**src/rtl/perform_nd_writes_if.sv**
```systemverilog
// Versat databus write channel shared by the N-D write sequencer (master) and the memory unit (slave).
interface perform_nd_writes_if #(
  parameter int AXI_ADDR_W = 32,
  parameter int AXI_DATA_W = 32,
  parameter int LEN_W      = 8
);
  logic                    databus_valid;
  logic                    databus_ready;
  logic [AXI_ADDR_W-1:0]   databus_addr;
  logic [AXI_DATA_W-1:0]   databus_wdata;
  logic [AXI_DATA_W/8-1:0] databus_wstrb;
  logic [LEN_W-1:0]        databus_len;
  logic                    databus_last;

  modport master (
    output databus_valid, databus_addr, databus_wdata, databus_wstrb, databus_len,
    input  databus_ready, databus_last
  );

  modport slave (
    input  databus_valid, databus_addr, databus_wdata, databus_wstrb, databus_len,
    output databus_ready, databus_last
  );
endinterface

```
**src/rtl/perform_nd_writes.sv**
```systemverilog
// Two-level (inner x outer) burst write sequencer streaming source words onto the Versat databus.
// Optional PERFORM_ND_WRITES_STATUS_EN adds beat/burst status counters.
module perform_nd_writes #(
  parameter int AXI_ADDR_W = 32,
  parameter int AXI_DATA_W = 32,
  parameter int LEN_W      = 8,
  parameter int COUNT_W    = 16
) (
  input  logic                  clk_i,
  input  logic                  rst_ni,
  input  logic                  run_i,
  output logic                  done_o,
  input  logic [COUNT_W-1:0]    inner_count_i,
  input  logic [COUNT_W-1:0]    outer_count_i,
  input  logic [AXI_ADDR_W-1:0] start_address_i,
  input  logic [AXI_ADDR_W-1:0] inner_shift_i,
  input  logic [AXI_ADDR_W-1:0] outer_shift_i,
  input  logic [LEN_W-1:0]      write_length_i,
  input  logic                  data_valid_i,
  output logic                  data_ready_o,
  input  logic [AXI_DATA_W-1:0] data_data_i,
  output logic                  data_last_o,
  perform_nd_writes_if.master   bus
`ifdef PERFORM_ND_WRITES_STATUS_EN
  ,
  output logic [31:0]           beats_o,
  output logic [2*COUNT_W-1:0]  bursts_o
`endif
);

  typedef enum logic [1:0] {IDLE, CHECK, BURST} state_e;

  state_e                state_q, state_d;
  logic [COUNT_W-1:0]    inner_cnt_q, inner_cnt_d;
  logic [COUNT_W-1:0]    outer_cnt_q, outer_cnt_d;
  logic [COUNT_W-1:0]    inner_idx_q, inner_idx_d;
  logic [COUNT_W-1:0]    outer_idx_q, outer_idx_d;
  logic [AXI_ADDR_W-1:0] inner_shift_q, inner_shift_d;
  logic [AXI_ADDR_W-1:0] outer_shift_q, outer_shift_d;
  logic [AXI_ADDR_W-1:0] addr_q, addr_d;
  logic [AXI_ADDR_W-1:0] row_base_q, row_base_d;
  logic [LEN_W-1:0]      len_q, len_d;

  logic accept, fire, burst_end, last_inner, last_outer, zero_work;

  assign accept     = (state_q == IDLE) && run_i;
  assign fire       = (state_q == BURST) && data_valid_i && bus.databus_ready;
  assign burst_end  = fire && bus.databus_last;
  assign last_inner = (inner_idx_q == inner_cnt_q - COUNT_W'(1));
  assign last_outer = (outer_idx_q == outer_cnt_q - COUNT_W'(1));
  assign zero_work  = (inner_cnt_q == '0) || (outer_cnt_q == '0);

  // NOTE: sequential state uses non-blocking assignments so every register samples pre-edge values.
  always_ff @(posedge clk_i or negedge rst_ni) begin
    if (!rst_ni) begin
      state_q       <= IDLE;
      inner_cnt_q   <= '0;
      outer_cnt_q   <= '0;
      inner_idx_q   <= '0;
      outer_idx_q   <= '0;
      inner_shift_q <= '0;
      outer_shift_q <= '0;
      addr_q        <= '0;
      row_base_q    <= '0;
      len_q         <= '0;
    end else begin
      state_q       <= state_d;
      inner_cnt_q   <= inner_cnt_d;
      outer_cnt_q   <= outer_cnt_d;
      inner_idx_q   <= inner_idx_d;
      outer_idx_q   <= outer_idx_d;
      inner_shift_q <= inner_shift_d;
      outer_shift_q <= outer_shift_d;
      addr_q        <= addr_d;
      row_base_q    <= row_base_d;
      len_q         <= len_d;
    end
  end

  always_comb begin
    state_d = state_q;
    unique case (state_q)
      IDLE:    if (run_i) state_d = CHECK;
      CHECK:   state_d = zero_work ? IDLE : BURST;
      BURST:   if (burst_end && last_inner && last_outer) state_d = IDLE;
      default: state_d = IDLE;
    endcase
  end

  always_comb begin
    // NOTE: every next-state value defaults to its hold value first, so no path infers a latch.
    inner_cnt_d   = inner_cnt_q;
    outer_cnt_d   = outer_cnt_q;
    inner_idx_d   = inner_idx_q;
    outer_idx_d   = outer_idx_q;
    inner_shift_d = inner_shift_q;
    outer_shift_d = outer_shift_q;
    addr_d        = addr_q;
    row_base_d    = row_base_q;
    len_d         = len_q;
    if (accept) begin
      inner_cnt_d   = inner_count_i;
      outer_cnt_d   = outer_count_i;
      inner_shift_d = inner_shift_i;
      outer_shift_d = outer_shift_i;
      len_d         = write_length_i;
      addr_d        = start_address_i;
      row_base_d    = start_address_i;
      inner_idx_d   = '0;
      outer_idx_d   = '0;
    end else if (burst_end) begin
      // Address moves only after the last beat, keeping it stable across the burst.
      if (!last_inner) begin
        inner_idx_d = inner_idx_q + COUNT_W'(1);
        addr_d      = addr_q + inner_shift_q;
      end else if (!last_outer) begin
        inner_idx_d = '0;
        outer_idx_d = outer_idx_q + COUNT_W'(1);
        row_base_d  = row_base_q + outer_shift_q;
        addr_d      = row_base_q + outer_shift_q;
      end
    end
  end

  always_comb begin
    done_o            = (state_q == IDLE);
    bus.databus_valid = (state_q == BURST) && data_valid_i;
    data_ready_o      = (state_q == BURST) && bus.databus_ready;
    data_last_o       = burst_end && last_inner && last_outer;
    bus.databus_addr  = addr_q;
    bus.databus_wdata = data_data_i;
    bus.databus_wstrb = '1;
    bus.databus_len   = len_q;
  end

`ifdef PERFORM_ND_WRITES_STATUS_EN
  logic [31:0]          beats_q;
  logic [2*COUNT_W-1:0] bursts_q;

  always_ff @(posedge clk_i or negedge rst_ni) begin
    if (!rst_ni) begin
      beats_q  <= '0;
      bursts_q <= '0;
    end else if (accept) begin
      beats_q  <= '0;
      bursts_q <= '0;
    end else begin
      if (fire && (beats_q != '1)) beats_q <= beats_q + 32'd1;
      if (burst_end) bursts_q <= bursts_q + (2*COUNT_W)'(1);
    end
  end

  assign beats_o  = beats_q;
  assign bursts_o = bursts_q;
`endif

endmodule

```
**src/flat_wrapper.sv**
```systemverilog
// flat-port wrapper written by rule: the top's interface ports become plain ports
module perform_nd_writes_flat 
#(
  parameter int AXI_ADDR_W = 32,
  parameter int AXI_DATA_W = 32,
  parameter int LEN_W      = 8,
  parameter int COUNT_W    = 16
)
  (clk_i, rst_ni, run_i, done_o, inner_count_i, outer_count_i, start_address_i, inner_shift_i, outer_shift_i, write_length_i, data_valid_i, data_ready_o, data_data_i, data_last_o, bus_databus_valid, bus_databus_addr, bus_databus_wdata, bus_databus_wstrb, bus_databus_len, bus_databus_ready, bus_databus_last);
  perform_nd_writes_if #(.AXI_ADDR_W(AXI_ADDR_W), .AXI_DATA_W(AXI_DATA_W), .LEN_W(LEN_W)) bus_i ();
  input  logic clk_i;
  input  logic rst_ni;
  input  logic run_i;
  output logic done_o;
  input  logic [COUNT_W-1:0] inner_count_i;
  input  logic [COUNT_W-1:0] outer_count_i;
  input  logic [AXI_ADDR_W-1:0] start_address_i;
  input  logic [AXI_ADDR_W-1:0] inner_shift_i;
  input  logic [AXI_ADDR_W-1:0] outer_shift_i;
  input  logic [LEN_W-1:0] write_length_i;
  input  logic data_valid_i;
  output logic data_ready_o;
  input  logic [AXI_DATA_W-1:0] data_data_i;
  output logic data_last_o;
  output wire logic [$bits(bus_i.databus_valid)-1:0] bus_databus_valid;
  output wire logic [$bits(bus_i.databus_addr)-1:0] bus_databus_addr;
  output wire logic [$bits(bus_i.databus_wdata)-1:0] bus_databus_wdata;
  output wire logic [$bits(bus_i.databus_wstrb)-1:0] bus_databus_wstrb;
  output wire logic [$bits(bus_i.databus_len)-1:0] bus_databus_len;
  input wire logic [$bits(bus_i.databus_ready)-1:0] bus_databus_ready;
  input wire logic [$bits(bus_i.databus_last)-1:0] bus_databus_last;
  assign bus_databus_valid = bus_i.databus_valid;
  assign bus_databus_addr = bus_i.databus_addr;
  assign bus_databus_wdata = bus_i.databus_wdata;
  assign bus_databus_wstrb = bus_i.databus_wstrb;
  assign bus_databus_len = bus_i.databus_len;
  assign bus_i.databus_ready = bus_databus_ready;
  assign bus_i.databus_last = bus_databus_last;
  perform_nd_writes #(.AXI_ADDR_W(AXI_ADDR_W), .AXI_DATA_W(AXI_DATA_W), .LEN_W(LEN_W), .COUNT_W(COUNT_W)) u_core (.clk_i(clk_i), .rst_ni(rst_ni), .run_i(run_i), .done_o(done_o), .inner_count_i(inner_count_i), .outer_count_i(outer_count_i), .start_address_i(start_address_i), .inner_shift_i(inner_shift_i), .outer_shift_i(outer_shift_i), .write_length_i(write_length_i), .data_valid_i(data_valid_i), .data_ready_o(data_ready_o), .data_data_i(data_data_i), .data_last_o(data_last_o), .bus(bus_i));
endmodule
```
**config.mk**
```make
export PLATFORM = sky130hd
export DESIGN_NAME = perform_nd_writes_flat
export DESIGN_NICKNAME = d
export VERILOG_FILES = /design/src/rtl/perform_nd_writes_if.sv /design/src/rtl/perform_nd_writes.sv /design/src/flat_wrapper.sv
export SDC_FILE = /design/constraint.sdc
export NUM_CORES = 1
export LEC_CHECK = 0
export BUFFER_PORTS_ARGS = -buffer_cell sky130_fd_sc_hd__buf_2
export CAP_MARGIN = 20
export CORE_UTILIZATION = 47
export CTS_CLUSTER_DIAMETER = 100
export CTS_CLUSTER_SIZE = 25
export DETAILED_ROUTE_END_ITERATION = 10
export PLACE_DENSITY_LB_ADDON = 0.15
export SETUP_SLACK_MARGIN = 0.15
export SYNTH_ARGS = -nofsm -noshare
export SYNTH_HDL_FRONTEND = slang
export SYNTH_SLANG_ARGS = --single-unit
```
**constraint.sdc**
```tcl
create_clock -name clk_i -period 2.9 [get_ports clk_i]
set_input_delay 0.435 -clock clk_i [delete_from_list [all_inputs] [get_ports clk_i]]
set_output_delay 0.435 -clock clk_i [all_outputs]
set_load 0.1 [all_outputs]
```
==> metrics.txt <==
Total GRT Usage 26.3%; Worst VDD drop 1.15 mV; placed cell area 0.0158 mm²; H-Tree Depth 1; Fmax 279 MHz; hold slack final -2.40 ps; grt ovf 0; port bufs 185; vias in the first global route 12,000; CTS tree done; Worst path depth 8; cell taking the most area after synthesis dfrtp_1; die extent in x 170 µm; commonest register cell after synthesis dfrtp_1; routed wire length 39,200 µm; worst skew pair latency 500 ps; synthesized area per cell 8.26 µm²; vias per cell 5.44; P_sw 11.0 mW; Starting Density 47.8%; Initial DRT Pass Iterations 5; WL/cell 17.1 µm; number of I/O pins 254; Post-Syn Area 0.0133 mm²; register area share after synthesis 38.0%; Slew headroom 54.5%; most common cell after layout, fill and taps aside nand2_1; buffer and inverter count on the worst path 2; Cell Rows 61; Critical R2R Launch u_core.outer_cnt_q[10]; pin slew with the least headroom to its limit 683 ps; number of max-cap violations 0; Worst Hold Class in -> async; cell internal pwr 10.8 mW; final worst slack -690 ps; antenna-violating nets left 0; FF-to-FF End u_core.bus.databus_addr[23]; Area Growth Syn to Fin 27.8%; Post-synth EDFFs 0; FFs w/ async S/R, synth 100%; Clock Skew 33.0 ps; critical path's largest stage delay 560 ps; synth warn 0; CP Launch Type flip-flop; layout net count 2,151; DP Wirelength 29,200 µm; largest net degree at the start of global routing 86; Max Slew Vio Count 0; Root Buffer clkbuf_16; DRC 0; RSZ-0062 raised after global routing yes; antenna violations before repair 0; Mapped Cells 1,608; sw frac 50.6%; element type at the critical path end output pin; Yosys reg bits 202; Crit path max-delay family simple AND/OR/NAND/NOR gates; share of the synthesized area in the top cell type 38.0%; global placement routability congestion 0.952; worst slack, placed -311 ps; Iter 0 DRT Violations 775; violated checks hold timing, setup timing; CP arrival 3160 ps; Seq pwr share 22.9%; critical path's slowest cell or4_4; finished layout cell area 0.0170 mm²; Reg2Reg Setup Slack -450 ps; area of the die 0.0289 mm²; final hold vios 4; Final period util 124%; cell leakage power 8.43 nW; clock sinks 202; Logic pwr share 68.2%; CTS max path bufs 3; Power Dens Cells 1290 mW/mm²; Setup-failing EPs final 95; synth top area cells dfrtp_1 38%, nand2_1 12%, ha_1 6.3%; status complete, but fails checks; Core Area 0.0278 mm²; worst setup path category reg -> out; Clock transition at path regs 100 ps; CP Cell Sequence or4_4 -> or3_1 -> a2111o_1 -> a22oi_2 -> nand4_1 -> buf_6 -> nor3_4 -> buf_12; TritonCTS Buffers 12; chip height 170 µm; vias post-DR 12,500; commonest non-fill, non-tap cells in the layout 395 x nand2_1, 183 x buf_2, 183 x dfrtp_1, 155 x buf_4, 97 x nor2_1; layout cells sized above 1 28.1%; clock power share 8.9%; R2R depth 13; worst-path maximum fanout 4; Worst EP required 2470 ps; number of distinct library cells after synthesis 78; first-pass GRT wire length 61,000 µm; post-layout min period 3590 ps; # diodes 0
## kinds of logic after synthesis
logic type	count (synthesis)	synth area share (%)
AO/OA/AOI/OAI	369	17.6
XOR/XNOR	110	7.25
adder cells (fa/ha/maj)	69	6.61
buffers and inverters	135	5.10
flip-flops	202	38.0
multiplexers	35	2.66
other	1	0.0282
AND/OR/NAND/NOR	687	22.7
## area by class of cell
type | count | area [µm²]
Clock buffer | 17 | 350
Multi-Input combinational cell | 1275 | 8130
Inverter | 34 | 133
Tap cell | 378 | 473
Fill cell | 2589 | 10800
Timing Repair Buffer | 383 | 2780
Clock inverter | 1 | 30.0
Sequential cell | 202 | 5090
## sequential cells by signal (all words and copies together), names as in the netlist
| register | flops |
|---|---|
| u_core.state_q | 2 |
| u_core.row_base_q | 32 |
| u_core.outer_cnt_q | 16 |
| u_core.inner_idx_q | 16 |
| u_core.outer_idx_q | 16 |
| u_core.bus.databus_addr | 32 |
| u_core.inner_cnt_q | 16 |
| u_core.bus.databus_len | 8 |
| u_core.inner_shift_q | 32 |
| u_core.outer_shift_q | 32 |
## metal layers
metal / track usage [%] / wire length (µm) / up-vias
li1: - / - / 6135
met1: 35.2 / 17500 / 5981
met2: 46.0 / 19200 / 285
met3: 2.47 / 1480 / 51
met4: 5.72 / 995 / 0
met5: 0 / 0 / -
## per-stage QoR
stage,util [%],power [mW],setup TNS [ps],cells,hold WS [ps]
finish,61.1,21.8,-18690,2290,-2.40
global route,61.1,23.4,-28410,2290,35.7
floorplan,-,15.2,-3020,1611,139
CTS,59.0,21.3,-11890,2267,12.9
detailed placement,57.0,19.2,-17500,2240,459
global placement,57.0,19.0,-12020,2240,455
## what timing repair did
| item | CTS | global route |
|---|---|---|
| setup endpoints to repair | 98 | 98 |
| pin swaps | 10 | 60 |
| buffers inserted | 9 | 19 |
| hold buffers | 0 | 0 |
| gates cloned | 0 | 4 |
| gates resized for setup | 21 | 102 |
## worst max-delay path by stage
stage | start | endpoint
floorplan | u_core.outer_cnt_q[10] | data_last_o
global placement | u_core.outer_cnt_q[10] | data_last_o
detailed placement | u_core.inner_cnt_q[1] | u_core.row_base_q[3]
CTS | u_core.outer_cnt_q[10] | data_last_o
global route | u_core.outer_cnt_q[10] | data_last_o
finish | u_core.outer_cnt_q[10] | data_last_o
## power groups by stage
stage,registers [mW],clock network (mW),logic (mW)
3_5_place_dp,5.02,0,14.2
2_1_floorplan,6.69,0,8.50
4_1_cts,4.97,1.99,14.4
3_3_place_gp,5.00,0,14.0
6_report,5.00,1.94,14.9
5_1_grt,5.12,2.08,16.2
## Yosys cell counts (all sizes together) (7+ instances only)
| cell type | count |
|---|---|
| o21ai | 109 |
| nor3 | 23 |
| a21oi | 85 |
| mux2i | 33 |
| nand2b | 10 |
| nand4 | 22 |
| o22ai | 7 |
| nor4 | 7 |
| and3 | 24 |
| o21bai | 7 |
| nor2b | 9 |
| nand3 | 27 |
| inv | 34 |
| o211ai | 15 |
| nand2 | 416 |
| xnor2 | 65 |
| dfrtp | 202 |
| a21o | 35 |
| ha | 67 |
| buf | 56 |
| and2 | 9 |
| o31ai | 7 |
| xor2 | 45 |
| a31oi | 16 |
| a211oi | 17 |
| nor2 | 108 |
| clkbuf | 45 |
| o21a | 12 |
| or3 | 8 |
(Power assumes the default switching activity.)
